### src/rtl/pipeline_memory_stage_mc_pkg.sv
// Shared types and helpers for the memory stage: FSM states, access-size codes
// and the forwarding tuple published to the hazard units.
package pipeline_memory_stage_mc_pkg;

    typedef enum logic [0:0] {
        IDLE = 1'b0,
        WAIT = 1'b1
    } state_e;

    localparam logic [1:0] SIZE_BYTE   = 2'd0;
    localparam logic [1:0] SIZE_HALF   = 2'd1;
    localparam logic [1:0] SIZE_WORD   = 2'd2;
    localparam logic [1:0] SIZE_DOUBLE = 2'd3;

    // The tuple width tracks the default stage datapath; the top's parameters default to these.
    localparam int FWD_ID_WIDTH   = 5;
    localparam int FWD_DATA_WIDTH = 32;

    typedef struct packed {
        logic [FWD_ID_WIDTH-1:0]   id;
        logic                      ready;
        logic [FWD_DATA_WIDTH-1:0] data;
    } fwd_tuple_t;

    function automatic fwd_tuple_t fwd_null();
        fwd_tuple_t t;
        t.id    = {FWD_ID_WIDTH{1'b0}};
        t.ready = 1'b1;
        t.data  = {FWD_DATA_WIDTH{1'b0}};
        return t;
    endfunction

    function automatic logic [3:0] size_bytes(input logic [1:0] size);
        logic [3:0] n;
        case (size)
            SIZE_BYTE:   n = 4'd1;
            SIZE_HALF:   n = 4'd2;
            SIZE_WORD:   n = 4'd4;
            SIZE_DOUBLE: n = 4'd8;
            default:     n = 4'd1;
        endcase
        return n;
    endfunction

    function automatic logic [2:0] align_mask(input logic [1:0] size);
        logic [2:0] m;
        case (size)
            SIZE_BYTE:   m = 3'b000;
            SIZE_HALF:   m = 3'b001;
            SIZE_WORD:   m = 3'b011;
            SIZE_DOUBLE: m = 3'b111;
            default:     m = 3'b000;
        endcase
        return m;
    endfunction

endpackage

### src/rtl/pipeline_memory_stage_mc_mem_lane_align.sv
// Byte-lane steering between the right-aligned pipeline operands and the
// naturally aligned data bus: store strobes/replication and load extraction.
module mem_lane_align
    import pipeline_memory_stage_mc_pkg::*;
#(
    parameter int DATA_WIDTH = 32,
    parameter int LANE_W     = $clog2(DATA_WIDTH / 8)
) (
    input  logic [LANE_W-1:0]       i_offset,
    input  logic [1:0]              i_size,
    input  logic                    i_signed,
    input  logic [DATA_WIDTH-1:0]   i_store_data,
    input  logic [DATA_WIDTH-1:0]   i_rdata,
    output logic [DATA_WIDTH/8-1:0] o_wstrb,
    output logic [DATA_WIDTH-1:0]   o_wdata,
    output logic [DATA_WIDTH-1:0]   o_load_data
);

    localparam int BYTES = DATA_WIDTH / 8;

    logic [DATA_WIDTH-1:0] w_shifted;
    logic                  w_sign;

    // Lane steering; an illegal (oversized) access only yields don't-care lanes since it never reaches the bus.
    always_comb begin
        int nb;
        int off;
        nb          = int'(size_bytes(i_size));
        off         = int'(i_offset);
        o_wstrb     = {BYTES{1'b0}};
        o_wdata     = {DATA_WIDTH{1'b0}};
        o_load_data = {DATA_WIDTH{1'b0}};
        w_shifted   = i_rdata >> (off * 8);
        w_sign      = 1'b0;
        for (int b = 0; b < BYTES; b++) begin
            o_wstrb[b]       = (b >= off) && (b < off + nb);
            o_wdata[8*b +: 8] = i_store_data[8*(b & (nb - 1)) +: 8];
            if (b == nb - 1) begin
                w_sign = w_shifted[8*b + 7];
            end else begin
                w_sign = w_sign;
            end
        end
        for (int b = 0; b < BYTES; b++) begin
            o_load_data[8*b +: 8] = (b < nb) ? w_shifted[8*b +: 8] : {8{i_signed & w_sign}};
        end
    end

endmodule

### src/rtl/pipeline_memory_stage_mc.sv
// Memory stage between execute and write-back: variable-latency req/ack data bus,
// misalignment trapping, upstream stall, forwarding tuple and stall-cycle counter.
module pipeline_memory_stage_mc
    import pipeline_memory_stage_mc_pkg::*;
#(
    parameter int DATA_WIDTH   = FWD_DATA_WIDTH,
    parameter int ADDR_WIDTH   = 32,
    parameter int REG_ID_WIDTH = FWD_ID_WIDTH,
    parameter int CNT_WIDTH    = 16
) (
    input  logic                    clock,
    input  logic                    reset,
    input  logic                    in_valid,
    input  logic [ADDR_WIDTH-1:0]   in_pc,
    input  logic [ADDR_WIDTH-1:0]   in_addr,
    input  logic                    in_load,
    input  logic                    in_store,
    input  logic [1:0]              in_size,
    input  logic                    in_signed,
    input  logic [DATA_WIDTH-1:0]   in_store_data,
    input  logic                    in_rw_en,
    input  logic [REG_ID_WIDTH-1:0] in_rw_id,
    input  logic                    in_rw_ready,
    input  logic [DATA_WIDTH-1:0]   in_rw_data,
    output logic                    stall_upstream,
    output logic                    mem_req,
    output logic                    mem_we,
    output logic [ADDR_WIDTH-1:0]   mem_addr,
    output logic [DATA_WIDTH/8-1:0] mem_wstrb,
    output logic [DATA_WIDTH-1:0]   mem_wdata,
    input  logic                    mem_ack,
    input  logic [DATA_WIDTH-1:0]   mem_rdata,
    output logic                    out_valid,
    output logic [ADDR_WIDTH-1:0]   out_pc,
    output logic                    out_misaligned,
    output logic [REG_ID_WIDTH-1:0] out_rw_id,
    output logic                    out_rw_ready,
    output logic [DATA_WIDTH-1:0]   out_rw_data,
    output logic [REG_ID_WIDTH-1:0] fwd_id,
    output logic                    fwd_ready,
    output logic [DATA_WIDTH-1:0]   fwd_data,
    output logic [CNT_WIDTH-1:0]    stall_cycles
);

    localparam int                    BYTES     = DATA_WIDTH / 8;
    localparam int                    LANE_W    = $clog2(BYTES);
    localparam logic [1:0]            MAX_SIZE  = (LANE_W >= 3) ? SIZE_DOUBLE : 2'(LANE_W);
    localparam logic [ADDR_WIDTH-1:0] LANE_MASK = ADDR_WIDTH'(BYTES - 1);

    state_e                r_state;
    logic                  r_out_valid;
    logic                  r_out_mis;
    logic [ADDR_WIDTH-1:0] r_out_pc;
    fwd_tuple_t            r_out;
    fwd_tuple_t            r_fwd;
    logic [CNT_WIDTH-1:0]  r_cnt;

    logic                  w_mem_op;
    logic                  w_size_legal;
    logic                  w_aligned;
    logic                  w_misaligned;
    logic                  w_req;
    logic                  w_stall;
    logic                  w_capture;
    logic                  w_cap_mis;
    fwd_tuple_t            w_cap;
    logic [BYTES-1:0]      w_strb;
    logic [DATA_WIDTH-1:0] w_wdata;
    logic [DATA_WIDTH-1:0] w_load_data;

    // An oversized access is folded into the misaligned trap so it never reaches the bus.
    assign w_mem_op     = in_valid & (in_load | in_store);
    assign w_size_legal = (in_size <= MAX_SIZE);
    assign w_aligned    = ((in_addr[2:0] & align_mask(in_size)) == 3'd0);
    assign w_misaligned = w_mem_op & ~(w_size_legal & w_aligned);
    assign w_req        = ((r_state == IDLE) & w_mem_op & ~w_misaligned) | (r_state == WAIT);
    assign w_stall      = w_req & ~mem_ack;
    assign w_capture    = ((r_state == IDLE) & ~w_stall) | ((r_state == WAIT) & mem_ack);

    mem_lane_align #(
        .DATA_WIDTH (DATA_WIDTH),
        .LANE_W     (LANE_W)
    ) u_lane_align (
        .i_offset     (in_addr[LANE_W-1:0]),
        .i_size       (in_size),
        .i_signed     (in_signed),
        .i_store_data (in_store_data),
        .i_rdata      (mem_rdata),
        .o_wstrb      (w_strb),
        .o_wdata      (w_wdata),
        .o_load_data  (w_load_data)
    );

    // Write-back tuple for the instruction currently presented, in capture priority order.
    always_comb begin
        w_cap     = fwd_null();
        w_cap_mis = 1'b0;
        if (w_misaligned) begin
            w_cap_mis = 1'b1;
        end else if (!in_rw_en) begin
            w_cap = fwd_null();
        end else if (in_rw_ready) begin
            w_cap.id    = in_rw_id;
            w_cap.ready = 1'b1;
            w_cap.data  = in_rw_data;
        end else if (in_load) begin
            w_cap.id    = in_rw_id;
            w_cap.ready = 1'b1;
            w_cap.data  = w_load_data;
        end else begin
            w_cap.id    = in_rw_id;
            w_cap.ready = 1'b0;
            w_cap.data  = {DATA_WIDTH{1'b0}};
        end
    end

    // FSM and output/forwarding capture; a bubble or WAIT leaves the payload fields untouched.
    always_ff @(posedge clock) begin
        if (reset) begin
            r_state     <= IDLE;
            r_out_valid <= 1'b0;
            r_out_mis   <= 1'b0;
            r_out_pc    <= {ADDR_WIDTH{1'b0}};
            r_out       <= fwd_null();
            r_fwd       <= fwd_null();
        end else begin
            case (r_state)
                IDLE:    r_state <= w_stall ? WAIT : IDLE;
                WAIT:    r_state <= mem_ack ? IDLE : WAIT;
                default: r_state <= IDLE;
            endcase
            if (w_capture && in_valid) begin
                r_out_valid <= 1'b1;
                r_out_mis   <= w_cap_mis;
                r_out_pc    <= in_pc;
                r_out       <= w_cap;
                r_fwd       <= w_cap;
            end else begin
                r_out_valid <= 1'b0;
                r_fwd       <= fwd_null();
            end
        end
    end

    // Saturating count of cycles in which upstream was held.
    always_ff @(posedge clock) begin
        if (reset) begin
            r_cnt <= {CNT_WIDTH{1'b0}};
        end else if (w_stall && (r_cnt != {CNT_WIDTH{1'b1}})) begin
            r_cnt <= r_cnt + CNT_WIDTH'(1);
        end else begin
            r_cnt <= r_cnt;
        end
    end

    assign stall_upstream = w_stall;
    assign mem_req        = w_req;
    assign mem_we         = in_store;
    assign mem_addr       = in_addr & ~LANE_MASK;
    assign mem_wstrb      = w_strb;
    assign mem_wdata      = w_wdata;
    assign out_valid      = r_out_valid;
    assign out_pc         = r_out_pc;
    assign out_misaligned = r_out_mis;
    assign out_rw_id      = r_out.id;
    assign out_rw_ready   = r_out.ready;
    assign out_rw_data    = r_out.data;
    assign fwd_id         = r_fwd.id;
    assign fwd_ready      = r_fwd.ready;
    assign fwd_data       = r_fwd.data;
    assign stall_cycles   = r_cnt;

endmodule

### config.mk
export PLATFORM = sky130hd
export DESIGN_NAME = pipeline_memory_stage_mc
export DESIGN_NICKNAME = d
export VERILOG_FILES = /design/src/rtl/pipeline_memory_stage_mc_pkg.sv /design/src/rtl/pipeline_memory_stage_mc_mem_lane_align.sv /design/src/rtl/pipeline_memory_stage_mc.sv
export SDC_FILE = /design/constraint.sdc
export NUM_CORES = 1
export LEC_CHECK = 0
export BUFFER_PORTS_ARGS = -buffer_cell sky130_fd_sc_hd__clkbuf_2
export CAP_MARGIN = 20
export CORE_AREA = 2 2 143 145
export DETAILED_ROUTE_END_ITERATION = 10
export DIE_AREA = 0 0 145 147
export RECOVER_POWER = 25
export REMOVE_ABC_BUFFERS = 1
export SLEW_MARGIN = 30
export SYNTH_ARGS = -nofsm -noshare
export SYNTH_HDL_FRONTEND = slang
export SYNTH_SLANG_ARGS = --single-unit
### constraint.sdc
create_clock -name clock -period 4 [get_ports clock]
set_input_delay 0.4 -clock clock [delete_from_list [all_inputs] [get_ports clock]]
set_output_delay 0.4 -clock clock [all_outputs]
set_load 0.01 [all_outputs]
### Word-level counts from Yosys, hierarchy flattened

Index checks and enable logic that the tools add are counted.

| word-level totals | value |
|---|---|
| output and inout bits | 197 |
| register bits after elaboration | 127 |
| logic and storage cells | 84 |

| operators by class | value |
|---|---|
| add/subtract/negate cells | 3 |
| mux-type cells | 19 |
| equal/unequal tests | 7 |
| order comparisons | 12 |
| shifts and indexed selects | 4 |
| reduce and logical (&&, ||, !) cells | 9 |
| bitwise logic cells | 19 |

Operators with widths:

| cell | number |
|---|---|
| $mux 38 | 2 |
| $mux 33 | 2 |
| $eq 3x32->1 const A | 2 |
| $lt 3x32->1 const A | 2 |
| $shiftx 32x6->8 | 2 |
| $eq 2x32->1 const A | 1 |
| $logic_not 32->1 | 1 |
| $lt 2x32->1 const A | 1 |
| $mux 8 | 4 |
| $shiftx 32x5->8 | 1 |
| $shr 32x5->32 | 1 |
| $add 16x1->16 const B | 1 |
| $ne 16x16->1 const B | 1 |
| $pmux 4 s4 | 1 |
| $pmux 3 s4 | 1 |
| $and 1x1->1 | 9 |
| $lt 1x4->1 const A | 2 |
| $lt 2x4->1 const A | 2 |
| $mux 1 | 8 |
| $not 1->1 | 6 |
| $add 2x4->5 | 1 |
| $logic_and 1x1->1 | 5 |
| $lt 1x5->1 const A | 1 |
| $sub 4x1->5 const B | 1 |
| 11 further kinds | 15 |

### Depth between registers and ports, before layout

| depth | value |
|---|---|
| word-level depth | 17 |
| depth in mapped cells | 10 |
| depth with buffers taken out | 8 |

### Cells and area by module

From an unflattened synthesis, not the netlist that was laid out.

| second synthesis, totals | value |
|---|---|
| cell total of the unflattened synthesis | 608 |
| area, all modules | 5889.4 um^2 |

Modules (own cells, without submodules):

| module | area an instance (um^2) | times used | seq. area each (um^2) | cells an instance |
|---|---|---|---|---|
| pipeline_memory_stage_mc | 4565.6 | 1 | 2542.4 | 432 |
| mem_lane_align | 1323.8 | 1 | 0.0 | 176 |

### Worst setup path after synthesis

No wires, ideal clock.

| timing | value |
|---|---|
| path kind | input port to output port |
| from | input in_size[1] |
| to | output mem_wstrb[2] |
| cell stages on the path | 9 |
| slack | 1.349 ns |
| data arrival time | 2.251 ns |
| required time | 3.600 ns |
| buffers on the path | 2 |
| cells stage by stage | buf_1 -> clkbuf_1 -> nor2_1 -> xnor2_1 -> ha_1 -> xnor2_1 -> a21oi_1 -> a21oi_1 -> a21oi_1 |

| between the ends | value |
|---|---|
| longest elaborated chain between the ends | 5 |
| elaborated cells between the ends (all ways) | 8 |
| those cells by class | 1 x add/sub; 1 x order compare; 3 x eq/ne; 1 x mux; 2 x reduce/logical |

Ends and longest elaborated chain:

| element | RTL line | source |
|---|---|---|
| start, declared | pipeline_memory_stage_mc.sv:18 | `input logic [1:0] in_size,` |
| $eq 2x2->1, or another cell as far along | pipeline_memory_stage_mc_pkg.sv:35 | `case (size)` |
| $pmux 4 s4 (*) | pipeline_memory_stage_mc_pkg.sv:35 |  |
| $add 2x4->5 (*) | pipeline_memory_stage_mc_mem_lane_align.sv:36 | `o_wstrb[b] = (b >= off) && (b < off + nb);` |
| $lt 3x32->1 (*) | pipeline_memory_stage_mc_mem_lane_align.sv:36 |  |
| $logic_and 1x1->1 (*) | pipeline_memory_stage_mc_mem_lane_align.sv:36 |  |
| end, declared | pipeline_memory_stage_mc.sv:29 | `output logic [DATA_WIDTH/8-1:0] mem_wstrb,` |

Mark *: on every way between the ends. The rest lies on a longest branch, timed or not.

### Final worst setup path

| timing | value |
|---|---|
| from | input in_size[0] |
| to | register r_out (netlist bit out_rw_data[27]) |

| between the ends | value |
|---|---|
| longest elaborated chain between the ends | 15 |
| elaborated cells between the ends (all ways) | 36 |
| those cells by class | 1 x add/sub; 2 x order compare; 6 x eq/ne; 11 x mux; 12 x bitwise; 4 x reduce/logical |

Ends and longest elaborated chain:

| element | RTL line | source |
|---|---|---|
| branches (longest 15 deep; another with $sub 4x1->5) | -- |  |
| end signal, assigned | pipeline_memory_stage_mc.sv:124 | `r_out <= fwd_null();` |
| end signal, assigned | pipeline_memory_stage_mc.sv:136 | `r_out <= w_cap;` |
| end, declared | pipeline_memory_stage_mc.sv:54 | `fwd_tuple_t r_out;` |

Parallel ways; which one is timed is not known.
A chain may end at the register's enable or synchronous reset.

==> results.cfg <==
[clock_network]
clock_path_buffers = 2
cts_root_buf = clkbuf_16
insertion_delay_ns = 0.42
cts.sinks = 127
htree_levels = 4
postCtsSetupBuffers = 0
cts_inserted_buffers = 17
clkTransAtPathRegs_ns = 0.06
cts_resized = 0
hold_buffers = 0
cts_tree = built

[global_routing]
antenna_found_initial = 0
overflow = 0
grt.total_usage_pct = 21.3
grt_max_degree = 70
grt_pass1_wl_mm = 35.1
first_global_vias = 5993

[placement]
dpl.hpwl_mm = 17.3
port_buffers = 310
place_area_um2 = 7620
routabilityCongestion = 0.855

[timing]
hold_viol_final = 0
max_freq_ghz = 0.383
finClkSkew_ns = 0.00937
max-slew-margin-rel_pct = 39.7
setup_tns_ns = 0
setup_viol = 0
period_needed_ns = 2.61
post-route-period-util_pct = 65.3
tightest_slew_ns = 0.901
rsz0062_at_grt = false
final_max_slew_viol_count = 0

[critical_path]
worstPathMaxFanout = 34
slowest_stage = or4_1
cp_num_buf_inv = 5
cpPeakStageDelay_ns = 0.52
path_delay_family = buffers and inverters
critPathLaunchType = input pin
cp-end-kind = flip-flop
required_ns = 4.35
arrival_ns = 2.96
crit_type = input pin to flip-flop
crit_chain = clkbuf_2, nor2_1, buf_4, inv_1, ha_1, or4_1, buf_4, a21oi_2, buf_4, a221o_1
critPathMostFrequentCell = buf_4

[synth]
yosys_warnings = 0
syn_inst = 703
syn_avg_cell_area_um2 = 8.77
synth_flop_cell = dfxtp_1
synth-seq-cells = 127
synth_cell_types = 53
ys_async_sr_fraction_pct = 0
synth_area_um2 = 6170
ys_seq_area_share_pct = 41.2
synth_edf_count = 0

[cells_and_area]
multiInputGateArea_um2 = 3030
fin_util_pct = 41.1
antenna_cells = 0
final_cell_area_um2 = 8150
nets = 1125
area_delta_synth_final_pct = 32.2
fill_cells = 2100
drive_gt1_share_pct = 35.7
ff_latch_area_um2 = 2540

[pwr]
power.switching_w = 0.000884
switching_share_pct = 26.3
power.static_leakage_nw = 3.63
pwr-share-clk_pct = 46.8
p_seq_share_pct = 39.4
combPwrFrac_pct = 13.8
p_int_w = 0.00247
powerDensity_nw_per_um2 = 412
ir_worst_vdd_v = 0.000243

[run]
maxCapViolations = 0

[route]
drt-vias-per-instance = 5.05
drt_pass1_iterations = 6
drc = 0
wl_met2_mm = 10.4
drt_iter0_markers = 353
routed_wl_mm = 23.2
met3_length_mm = 1.70
met1Wirelength_mm = 10.6
topRoutingLayerUsed = met5
route.vias.total = 6207
ant_nets = 0
wire_per_inst_um = 18.9

[die]
ios = 373
coreArea_um2 = 19800
dieHeight_um = 147
dieArea_um2 = 21300
die_w_um = 145
start_util_pct = 31.1
fp-row-count = 52

[min_path]
hold_class = input pin to flip-flop

[run_status]
status = completed
-- synthesized netlist by cell type (12+ instances only) --
cell       instances  area [µm²]
mux2i_1           21         210
o21ai_0           57         285
o21a_1            18         135
nor2b_1           15        93.8
dfxtp_1          127        2540
nand4_1           12        75.1
a21oi_1           43         215
clkbuf_1          43         161
nand2_1           58         218
nand3_1           42         210
a221o_1           19         190
nor4_1            12        75.1
inv_1             13        48.8
buf_4             45         338
nor2_1            32         120
mux2_2            29         327
o2bb2ai_1         12         105
-- routing by layer --
| metal | global-route usage (%) | vias up |
|---|---|---|
| met4 | 5.79 | 2 |
| met5 | 4.09 | - |
| met2 | 33.2 | 280 |
| li1 | - | 3016 |
| met3 | 6.80 | 27 |
| met1 | 28.2 | 2882 |
-- area by class of cell --
class	instances	area share, %
Clock buffer	23	5.99
Clock inverter	8	1.29
Inverter	13	0.599
Multi-Input combinational cell	462	37.2
Sequential cell	127	31.2
Tap cell	270	4.14
Timing Repair Buffer	325	19.6
-- worst paths after layout --
check / endpoint / slack (ns) / from / cells past startpoint
worst max register to register: out_rw_data[2] / 1.77 / r_state / 4
worst min-delay path: out_pc[31] / 0.22 / in_pc[31] / 3
worst min register to register: out_rw_data[1] / 0.46 / out_rw_data[1] / 1
worst max-delay path: out_rw_data[27] / 1.39 / in_size[0] / 10
-- power groups by stage --
stage          Clock (W)  Sequential (W)  Combinational [W]
2_1_floorplan          0         0.00136           0.000191
3_3_place_gp           0         0.00135           0.000467
4_1_cts          0.00160         0.00132           0.000471
5_1_grt          0.00166         0.00133           0.000509
6_report         0.00157         0.00132           0.000463
3_5_place_dp           0         0.00135           0.000469
-- sequential cells by signal, summed over array words and instances, names as in the netlist --
name,count
fwd_data,32
out_pc,32
out_rw_data,32
stall_cycles,16
fwd_id,5
out_rw_id,5
fwd_ready,1
out_misaligned,1
out_rw_ready,1
out_valid,1
r_state,1
-- worst register-to-register path, cell delays in order (launching register included) --
cell,delay (ns)
dfxtp_1,0.31
nor2b_1,0.17
nor3_1,0.59
nand2_1,0.69
o2bb2ai_1,0.38
-- cell families (layout without fill, tap and decap cells) --
group	count (synthesis)	after routing	share of synthesized area, %
buf+inv	115	369	10.0
xor+xnor	2	2	0.284
fa+ha+maj	3	3	0.609
mux	52	52	9.43
compound gates	196	196	21.6
simple gates	207	207	16.8
other cells	1	2	0.0608
flops	127	127	41.2
-- through the flow --
| step | cells | hold slack [ns] | setup WS (ns) | power [W] |
|---|---|---|---|---|
| 2_1_floorplan | 602 | 0.469 | -0.213 | 0.00156 |
| 3_3_place_gp | 1197 | 0.447 | 0.925 | 0.00182 |
| 3_5_place_dp | 1197 | 0.449 | 0.913 | 0.00182 |
| 4_1_cts | 1228 | 0.201 | 1.35 | 0.00339 |
| 5_1_grt | 1228 | 0.204 | 1.20 | 0.00350 |
| 6_report | 1228 | 0.216 | 1.39 | 0.00336 |
-- cell usage in the layout, fill, tap and decap left out, drive strengths merged, types with 8 or more instances in the layout --
master / instances
a22o: 8
nand2: 58
inv: 14
a32oi: 11
nor3: 8
buf: 15
nor4: 12
a21oi: 44
and3: 11
mux2: 29
o21ai: 58
clkbuf: 333
dfxtp: 127
o21a: 18
a221o: 19
nor2b: 15
nand4: 12
o2bb2ai: 12
nor2: 33
mux2i: 21
nand3: 42
Note: power is estimated with default switching activity, not from simulation.
